### config.mk
export PLATFORM = sky130hd
export DESIGN_NAME = seg_pipe_adder_flat
export DESIGN_NICKNAME = d
export VERILOG_FILES = /design/src/rtl/seg_pipe_adder_if.sv /design/src/rtl/seg_pipe_adder.sv /design/src/flat_wrapper.sv
export SDC_FILE = /design/constraint.sdc
export NUM_CORES = 1
export LEC_CHECK = 0
export CORE_ASPECT_RATIO = 0.9
export CORE_MARGIN = 10
export CORE_UTILIZATION = 40
export CTS_BUF_LIST = sky130_fd_sc_hd__clkbuf_8 sky130_fd_sc_hd__clkbuf_16
export CTS_CLUSTER_SIZE = 40
export DETAILED_ROUTE_END_ITERATION = 7
export PLACE_DENSITY = 0.65
export SYNTH_ARGS = -nofsm -noshare
export SYNTH_HDL_FRONTEND = slang
export SYNTH_SLANG_ARGS = --single-unit
### constraint.sdc
create_clock -name clk -period 3.63 [get_ports clk]
set_input_delay 0.726 -clock clk [delete_from_list [all_inputs] [get_ports clk]]
set_output_delay 0.726 -clock clk [all_outputs]
set_load 0.02 [all_outputs]
### src/rtl/seg_pipe_adder_if.sv
// Operand/result bundle for seg_pipe_adder: issue side (en, in_valid, operands)
// and the registered result side.
interface seg_pipe_adder_if #(
    parameter int WIDTH = 32
);
    logic             en;
    logic             in_valid;
    logic [WIDTH-1:0] a;
    logic [WIDTH-1:0] b;
    logic             cin;
    logic             sub;
    logic             out_valid;
    logic [WIDTH-1:0] s;
    logic             cout;
    logic             ovf;

    modport master (
        output en, in_valid, a, b, cin, sub,
        input  out_valid, s, cout, ovf
    );

    modport slave (
        input  en, in_valid, a, b, cin, sub,
        output out_valid, s, cout, ovf
    );
endinterface

### src/rtl/seg_pipe_adder.sv
// Fully pipelined segmented adder/subtractor: stage k resolves SEG-bit slice k
// using the registered carry of stage k-1, so the carry chain never spans slices.
module seg_pipe_adder #(
    parameter int WIDTH = 32,
    parameter int SEG   = 8
) (
    input logic            clk,
    input logic            rst,
    seg_pipe_adder_if.slave bus
);
    localparam int STAGES = WIDTH / SEG;

    logic [WIDTH-1:0] b_eff;
    logic             cin_eff;

    assign b_eff   = bus.sub ? ~bus.b : bus.b;
    assign cin_eff = bus.sub | bus.cin;

    genvar k;
    for (k = 0; k < STAGES; k++) begin : g_st
        localparam int LO = k * SEG;
        localparam int IW = WIDTH - LO;   // operand bits not yet consumed

        logic [IW-1:0]     a_in;
        logic [IW-1:0]     b_in;
        logic              c_in;
        logic              v_in;
        logic [SEG:0]      sum;
        logic [LO+SEG-1:0] res_d;
        logic [LO+SEG-1:0] res_q;
        logic              c_q;
        logic              v_q;

        assign sum = {1'b0, a_in[SEG-1:0]} + {1'b0, b_in[SEG-1:0]} + {{SEG{1'b0}}, c_in};

        if (k == 0) begin : g_src
            assign a_in  = bus.a;
            assign b_in  = b_eff;
            assign c_in  = cin_eff;
            assign v_in  = bus.in_valid;
            assign res_d = sum[SEG-1:0];
        end else begin : g_src
            assign a_in  = g_st[k-1].g_up.a_q;
            assign b_in  = g_st[k-1].g_up.b_q;
            assign c_in  = g_st[k-1].c_q;
            assign v_in  = g_st[k-1].v_q;
            assign res_d = {sum[SEG-1:0], g_st[k-1].res_q};
        end

        always_ff @(posedge clk) begin
            if (rst) begin
                res_q <= '0;
                c_q   <= 1'b0;
                v_q   <= 1'b0;
            end else if (bus.en) begin
                res_q <= res_d;
                c_q   <= sum[SEG];
                v_q   <= v_in;
            end
        end

        // Upper slices ride along until their stage; the last stage has none left.
        if (IW > SEG) begin : g_up
            logic [IW-SEG-1:0] a_q;
            logic [IW-SEG-1:0] b_q;

            always_ff @(posedge clk) begin
                if (rst) begin
                    a_q <= '0;
                    b_q <= '0;
                end else if (bus.en) begin
                    a_q <= a_in[IW-1:SEG];
                    b_q <= b_in[IW-1:SEG];
                end
            end
        end
    end

    // Carry into the MSB is recovered as a^b^sum at that bit.
    logic ovf_d;
    logic ovf_q;

    assign ovf_d = g_st[STAGES-1].a_in[SEG-1] ^ g_st[STAGES-1].b_in[SEG-1]
                 ^ g_st[STAGES-1].sum[SEG-1]  ^ g_st[STAGES-1].sum[SEG];

    always_ff @(posedge clk) begin
        if (rst) begin
            ovf_q <= 1'b0;
        end else if (bus.en) begin
            ovf_q <= ovf_d;
        end
    end

    assign bus.out_valid = g_st[STAGES-1].v_q;
    assign bus.s         = g_st[STAGES-1].res_q;
    assign bus.cout      = g_st[STAGES-1].c_q;
    assign bus.ovf       = ovf_q;
endmodule

### src/flat_wrapper.sv
// flat-port wrapper written by rule: the top's interface ports become plain ports
module seg_pipe_adder_flat 
#(
    parameter int WIDTH = 32,
    parameter int SEG   = 8
)
  (clk, rst, bus_en, bus_in_valid, bus_a, bus_b, bus_cin, bus_sub, bus_out_valid, bus_s, bus_cout, bus_ovf);
  seg_pipe_adder_if #(.WIDTH(WIDTH)) bus_i ();
  input logic clk;
  input logic rst;
  input wire logic [$bits(bus_i.en)-1:0] bus_en;
  input wire logic [$bits(bus_i.in_valid)-1:0] bus_in_valid;
  input wire logic [$bits(bus_i.a)-1:0] bus_a;
  input wire logic [$bits(bus_i.b)-1:0] bus_b;
  input wire logic [$bits(bus_i.cin)-1:0] bus_cin;
  input wire logic [$bits(bus_i.sub)-1:0] bus_sub;
  output wire logic [$bits(bus_i.out_valid)-1:0] bus_out_valid;
  output wire logic [$bits(bus_i.s)-1:0] bus_s;
  output wire logic [$bits(bus_i.cout)-1:0] bus_cout;
  output wire logic [$bits(bus_i.ovf)-1:0] bus_ovf;
  assign bus_i.en = bus_en;
  assign bus_i.in_valid = bus_in_valid;
  assign bus_i.a = bus_a;
  assign bus_i.b = bus_b;
  assign bus_i.cin = bus_cin;
  assign bus_i.sub = bus_sub;
  assign bus_out_valid = bus_i.out_valid;
  assign bus_s = bus_i.s;
  assign bus_cout = bus_i.cout;
  assign bus_ovf = bus_i.ovf;
  seg_pipe_adder #(.WIDTH(WIDTH), .SEG(SEG)) u_core (.clk(clk), .rst(rst), .bus(bus_i));
endmodule
**After elaboration in Yosys (flattened, before gate mapping)**

Cells that the tools add are included.

- Add/subtract/negate cells: 8
- $mul: 0
- Div/mod/pow operators: 0
- Order comparisons: 0
- Equal/unequal tests: 0
- Shifts and indexed selects: 0
- Muxes and demuxes: 1
- Bitwise operators: 5
- Reductions and logical operators: 0

Operators by type and width:

| kind | count |
|---|---|
| $add A8 B8 Y9 | 4 |
| $add A9 B1 Y9 | 4 |
| $mux W32 | 1 |
| $not A32 Y32 | 1 |
| $xor A1 B1 Y1 | 3 |
| $or A1 B1 Y1 | 1 |

- Register bits after elaboration: 185
- Bits in latches: 0
- RAM bits: 0
- Bits in read-only memories: 0
- Bits of input ports: 70
- Output and inout port bits: 35
- Word-level logic and storage cells: 33
- Memories kept: 0

**Longest topological paths before layout**

Gate-level depths: netlist (run 1).

- Word-level depth: 4
- Gate-level depth with buffers: 10
- Gate-level depth less buffers: 8

**Least setup slack after synthesis (run 1)**

No wires, ideal clock.

- Path kind: input to register
- Start point: in bus_sub
- End point: reg u_core.g_st[0].res_q[6]
- Setup time: 0.058 ns
- Arrival: 3.053 ns
- Required time: 3.572 ns
- Slack: 0.519 ns
- Stages: 10
- Path buffers: 2
- Path through: clkbuf_1 -> buf_2 -> or2_2 -> fa_1 -> fa_1 -> a21o_1 -> a21oi_1 -> o21ai_0 -> nor4_1 -> a211o_1

- Longest elaborated chain between the ends: 3
- Elaborated cells on any way between the ends: 4
- Classes of those cells: add/sub: 2; mux: 1; bitwise: 1

RTL lines:

| what | RTL line | source |
|---|---|---|
| from (decl) | flat_wrapper.sv:16 | `input wire logic [$bits(bus_i.sub)-1:0] bus_sub;` |
| $mux W32 | seg_pipe_adder.sv:16 | `assign b_eff = bus.sub ? ~bus.b : bus.b;` |
| $add A8 B8 Y9 | seg_pipe_adder.sv:34 | `assign sum = {1'b0, a_in[SEG-1:0]} + {1'b0, b_in[SEG-1:0]} + {{SEG{1'b0}}, c_in};` |
| $add A9 B1 Y9 (*) | seg_pipe_adder.sv:34 |  |
| to (signal assigned) | seg_pipe_adder.sv:56 | `res_q <= res_d;` |
| to (decl) | seg_pipe_adder.sv:30 | `logic [LO+SEG-1:0] res_q;` |

Every way passes the cells marked *; elsewhere a longest branch is shown, timed or not.
A chain may end at the register's enable or synchronous reset.

**Final worst setup path (run 1)**

- Start point: in bus_cin
- End point: reg u_core.g_st[0].res_q[6]

- Longest elaborated chain between the ends: 2

RTL lines:

| what | RTL line | source |
|---|---|---|
| from (decl) | flat_wrapper.sv:15 | `input wire logic [$bits(bus_i.cin)-1:0] bus_cin;` |
| $or A1 B1 Y1 | seg_pipe_adder.sv:17 | `assign cin_eff = bus.sub \| bus.cin;` |
| $add A9 B1 Y9 | seg_pipe_adder.sv:34 |  |

Every way passes these cells.

==> results of run 1 <==
## per-stage QoR
stage	utilization	std cells	total power, mW
2_1_floorplan	-	828	2.597
3_5_place_dp	0.4664	1140	2.778
4_1_cts	0.4982	1171	4.793
6_report	0.4982	1171	4.726
5_1_grt	0.4982	1171	4.939
3_3_place_gp	0.4664	1140	2.770
## kinds of logic (layout without fill, tap and decap cells)
group	count (synthesis)	after routing	share of synthesized area
flops	185	185	0.4598
fa+ha+maj	36	36	0.06338
xor+xnor	39	39	0.04241
buf+inv	64	152	0.03340
compound gates	103	103	0.09135
simple gates	268	268	0.1443
mux	133	133	0.1653
## worst max-delay path: stages
cell,delay (ns)
clkdlybuf4s50_1,0.39
or2_2,0.28
fa_1,0.41
fa_1,0.42
a21o_1,0.19
a21oi_1,0.23
o21ai_0,0.21
nor4_1,0.26
a211o_1,0.12
## registers in the layout, indices dropped and copies added (netlist names)
| signal | flops |
|---|---|
| u_core.g_st.g_up.a_q | 48 |
| u_core.g_st.g_up.b_q | 48 |
| u_core.g_st.res_q | 48 |
| u_core.bus.s | 32 |
| u_core.g_st.c_q | 3 |
| u_core.g_st.v_q | 3 |
| u_core.bus.cout | 1 |
| u_core.bus.out_valid | 1 |
| u_core.bus.ovf | 1 |
## area by class of cell
type / instances / area (µm²) / area share
multi-input combinational: 579 / 4081 / 0.4124
inverter: 9 / 33.78 / 0.003413
clock buffer: 17 / 425.4 / 0.04298
tap: 255 / 319.1 / 0.03224
clock inverter: 14 / 206.4 / 0.02086
timing repair buffer: 112 / 1127 / 0.1139
sequential: 185 / 3704 / 0.3742
## power by group
group          switching [mW]  total, mW  leakage (nW)  internal [mW]
combinational           0.271      0.541          2.31          0.270
clock                   0.780       1.99         0.315           1.22
sequential             0.0580       2.19          1.51           2.13
## layer usage
layer,vias up,part of all wire,GRT usage,wire (µm)
met4,0,0.0095,0.03368,162
li1,3035,-,-,-
met2,108,0.44,0.1993,7500
met1,2677,0.50,0.1748,8579
met3,10,0.046,0.03902,783
met5,-,0,0,0
## worst max path at each step
| stage | to | slack (ns) | cells past startpoint |
|---|---|---|---|
| after global placement | u_core.g_st[0].res_q[6] | 0.37 | 9 |
| after detailed placement | u_core.g_st[0].res_q[6] | 0.35 | 9 |
| after global routing | u_core.g_st[0].res_q[6] | 0.59 | 9 |
| after CTS | u_core.g_st[0].res_q[6] | 0.80 | 9 |
| after floorplan | u_core.g_st[0].res_q[6] | 0.52 | 10 |
| final | u_core.g_st[0].res_q[6] | 0.76 | 9 |
## cell usage in the layout (no fill, tap or decap), types with 11 or more instances in the layout
cell / count
a211oi_1: 34
a21oi_1: 17
clkbuf_16: 17
clkdlybuf4s50_1: 101
dfxtp_1: 185
ha_1: 28
inv_1: 11
mux2i_1: 133
nand2_1: 24
nor2_1: 186
o21ai_0: 17
xnor2_1: 30
==> results.cfg, run 1 <==
[status]
status = complete, no violations

[timing]
maxSlewHeadroom = 0.3641
final.setup_skew_ns = 0.006863
max_slew.worst_pin.slew_ns = 0.9538
hold_viol_final = 0
period_minus_slack_ns = 2.871
whs_ns = 0.4624
fin_setup_tns_ns = 0
rsz0062_at_grt = false
fin_crit_sh = 0.7908
max_freq_mhz = 348.4
setup_viol = 0
maxSlewViolCount = 0
final.setup.worst_slack_ns = 0.7594

[worst_hold_path]
whs_path_depth = 2
hp-start = u_core.g_st[1].res_q[12]
hold_end = u_core.g_st[1].res_q[12]
hold_class = reg2reg

[drt]
wl_per_cell_um = 14.54
drt.antenna.violating_nets = 0
num_vias = 5830
drc_errors = 0
routed_via_density = 4.979
dr.first_iter.drc_count = 367
wl_mm = 17.03
dr.pass1.iters = 5

[clock_network]
clk_latency_ns = 0.42
cts_buffer_depth = 2
post_cts_buffers = 0
numCtsBuffers = 17
root_buffer = clkbuf_16
cts.hold.buffers_added = 0
ctsResizeCount = 0
cts.sinks = 185
htreeDepth = 4
cts_tree = built
clkTransAtPathRegs_ns = 0.07

[critical_path]
endpoint_kind = flop
r2r-end = u_core.g_st[2].res_q[22]
timing.rr.start = u_core.g_st[1].g_up.b_q[0]
ff2ff_setup_slack_ns = 1.38
start_kind = primary input
reg2reg_depth = 7
crit_required_ns = 4.00
critPathMaxFanout = 3
arrival_ns = 3.24
crit_type = in2reg
critPathLaunch = bus_cin

[logic_synthesis]
avgSynthCellArea_um2 = 9.727
synth.distinct_cells = 47
synth-seq-cells = 185
yosysTopAreaCellShare = 0.4598
syn_nets = 934
synth.most_common_cell = nor2_1
synth.area.top_cells = dfxtp_1, mux2i_1, nor2_1, ha_1, xnor2_1
syn_area_um2 = 8054
async_flop_share = 0
ys_warn_count = 0
syn_inst = 828
yosysSeqAreaShare = 0.4598
synth_common_cells = nor2_1, dfxtp_1, mux2i_1, a211oi_1, xnor2_1
yosysTopAreaCell = dfxtp_1
ys.flop_type = dfxtp_1
synth_edf_count = 0

[placed_design]
place_ws_ns = 0.3517
gp_congestion = 0.7522
placedInstanceArea_um2 = 9265
dp_hpwl_mm = 11.13
io_buffers = 104

[final_layout]
layout-drive-gt1-share = 0.05131
fillers = 1907
area.growth.synth_to_final_pct = 22.88
diodes = 0
stdcell_area_um2 = 9897
final_nets = 1010

[grt]
overflow = 0
grt_first_pass_wirelength_mm = 28.39
track_usage = 0.1303
grt_pass1_vias = 5648
antenna_found_initial = 0
grt_max_degree = 146

[floorplan]
fp-row-count = 49
die_w_um = 169.6
boundaryPins = 105
dieHeight_um = 154.6
coreArea_um2 = 19860
die-area_um2 = 26220
start_util = 0.4055

[pwr]
p_leak_nw = 4.141
ir_worst_vdd_mv = 0.3635
power_density_nw_per_um2 = 477.5

[flow_run]
cap_violations = 0
No activity file was read; power rests on OpenSTA's default activity.
==> run 2, diff against run 1 <==
==> constraint.sdc (replaced) <==
create_clock -name clk -period 2.7 [get_ports clk]
set_input_delay 0.54 -clock clk [delete_from_list [all_inputs] [get_ports clk]]
set_output_delay 0.54 -clock clk [all_outputs]
set_load 0.02 [all_outputs]
==> results.cfg, run 2 (same netlist as run 1, synthesis figures left out) <==
[final_layout]
area.growth.synth_to_final_pct = 23.23
postLayoutCoreUtil = 0.4996
mostFrequentLayoutCells = nor2_1, dfxtp_1, mux2i_1, clkdlybuf4s50_1, a211oi_1
register_area_um2 = 3704
final_nets = 1016
final_common_cell = nor2_1
top_regs = u_core.g_st.g_up.a_q (48), u_core.g_st.g_up.b_q (48), u_core.g_st.res_q (48)
diodes = 0
multi_input_area_um2 = 4090
fillers = 1879
layout-drive-gt1-share = 0.06399

[clock_network]
cts_buffer_depth = 2
cts_tree = built
post_cts_buffers = 0
root_buffer = clkbuf_16
clk_latency_ns = 0.43
htreeDepth = 4
numCtsBuffers = 17
ctsResizeCount = 0
clkTransAtPathRegs_ns = 0.07
cts.sinks = 185
cts.hold.buffers_added = 0

[drt]
drc_errors = 0
wl_mm = 16.98
dr.pass1.iters = 4
routed_via_density = 4.918
dr.first_iter.drc_count = 244
num_vias = 5788
wl_per_cell_um = 14.43
drt.antenna.violating_nets = 0

[timing]
fin_crit_sh = 0.9028
setup_viol = 0
final.setup_skew_ns = 0.009227
maxSlewViolCount = 0
period_minus_slack_ns = 2.438
max_freq_mhz = 410.2
final.setup.worst_slack_ns = 0.2624
maxSlewHeadroom = 0.6476
max_slew.worst_pin.slew_ns = 0.5254
hold_viol_final = 0
whs_ns = 0.4620
rsz0062_at_grt = false

[floorplan]
die-area_um2 = 26220
fp-row-count = 49
start_util = 0.4055
die_w_um = 169.6
dieHeight_um = 154.6
boundaryPins = 105
coreArea_um2 = 19860

[critical_path]
cp_slowest_cell = clkdlybuf4s50_1
critPathBufInv = 1
crit_family = adder cells
reg2reg_depth = 8
crit_required_ns = 3.07
cpPeakStageDelay_ns = 0.39
endpoint_kind = flop
path_cells = clkdlybuf4s50_1 -> or2_2 -> fa_2 -> fa_2 -> a21o_1 -> a21oi_2 -> o21ai_1 -> nor4_1 -> a211o_1
crit_cells = 9
cp_common_cell = fa_2
crit_type = in2reg
arrival_ns = 2.81
critPathMaxFanout = 3
start_kind = primary input

[grt]
grt_first_pass_wirelength_mm = 27.86
overflow = 0
track_usage = 0.1276
grt_pass1_vias = 5492
antenna_found_initial = 0
grt_max_degree = 83

[worst_hold_path]
hold_class = reg2reg
whs_path_depth = 2

[flow_run]
cap_violations = 0

[placed_design]
place_ws_ns = -0.1457
dp_hpwl_mm = 11.82
gp_congestion = 0.7718
io_buffers = 104

[pwr]
p_leak_nw = 4.147
finalPower_mw = 6.181
seqPwrFrac = 0.476
sw_frac_of_total = 0.2462
internal_power_mw = 4.659
ir_worst_vdd_mv = 0.4366
switching_power_mw = 1.522
clockPowerShare = 0.404
power_density_nw_per_um2 = 622.8
comb_power_share = 0.120

[status]
status = complete, no violations
==> run 2: path summary, 6_finish.rpt <==
path / startpoint / end / slack (ns)
worst max register to register: u_core.g_st[2].g_up.b_q[0] / u_core.bus.ovf / 0.41
worst min-delay path: u_core.g_st[1].res_q[12] / u_core.g_st[1].res_q[12] / 0.46
worst min register to register: u_core.g_st[1].res_q[12] / u_core.g_st[1].res_q[12] / 0.46
worst max-delay path: bus_cin / u_core.g_st[0].res_q[6] / 0.26
==> run 2: per-stage QoR <==
step | instance area, µm² | setup TNS, ns | std cells
floorplan | 8070 | 0 | 828
global placement | 9331 | -0.1922 | 1146
detailed placement | 9331 | -0.2204 | 1146
CTS | 9925 | 0 | 1177
global route | 9925 | 0 | 1177
finish | 9925 | 0 | 1177
==> run 2: worst register-to-register path: cells and delay by family, from the launching register on <==
kind,cells,cell delay (ns)
xor gates and xnor gates,1,0.16
adders and majority gates,2,0.69
and+or+nand+nor,1,0.15
AOI/OAI and AO/OA,3,0.81
DFF,1,0.33
buffers and inverters,1,0.09
==> run 2: power by group through the flow <==
stage / logic, mW / registers (mW) / clock network [mW]
2_1_floorplan: 0.502 / 2.99 / 0
4_1_cts: 0.752 / 2.94 / 2.58
3_3_place_gp: 0.738 / 3.00 / 0
6_report: 0.743 / 2.94 / 2.49
3_5_place_dp: 0.749 / 3.01 / 0
5_1_grt: 0.831 / 2.96 / 2.68
==> run 2: per-layer routing <==
layer	vias to the layer above	global-route usage	wire length, µm
met5	-	0	0
met4	0	0.03573	148
met3	11	0.04079	911
met2	97	0.1941	7518
met1	2631	0.1695	8405
li1	3049	-	-
==> run 2: final cells by class <==
type                    instances  area share
clock inverters                12     0.01412
well taps                     255     0.03215
multi-input cells             579      0.4121
flip-flops and latches        185      0.3732
repair buffers                118      0.1194
clock buffers                  19     0.04564
inverters                       9    0.003404
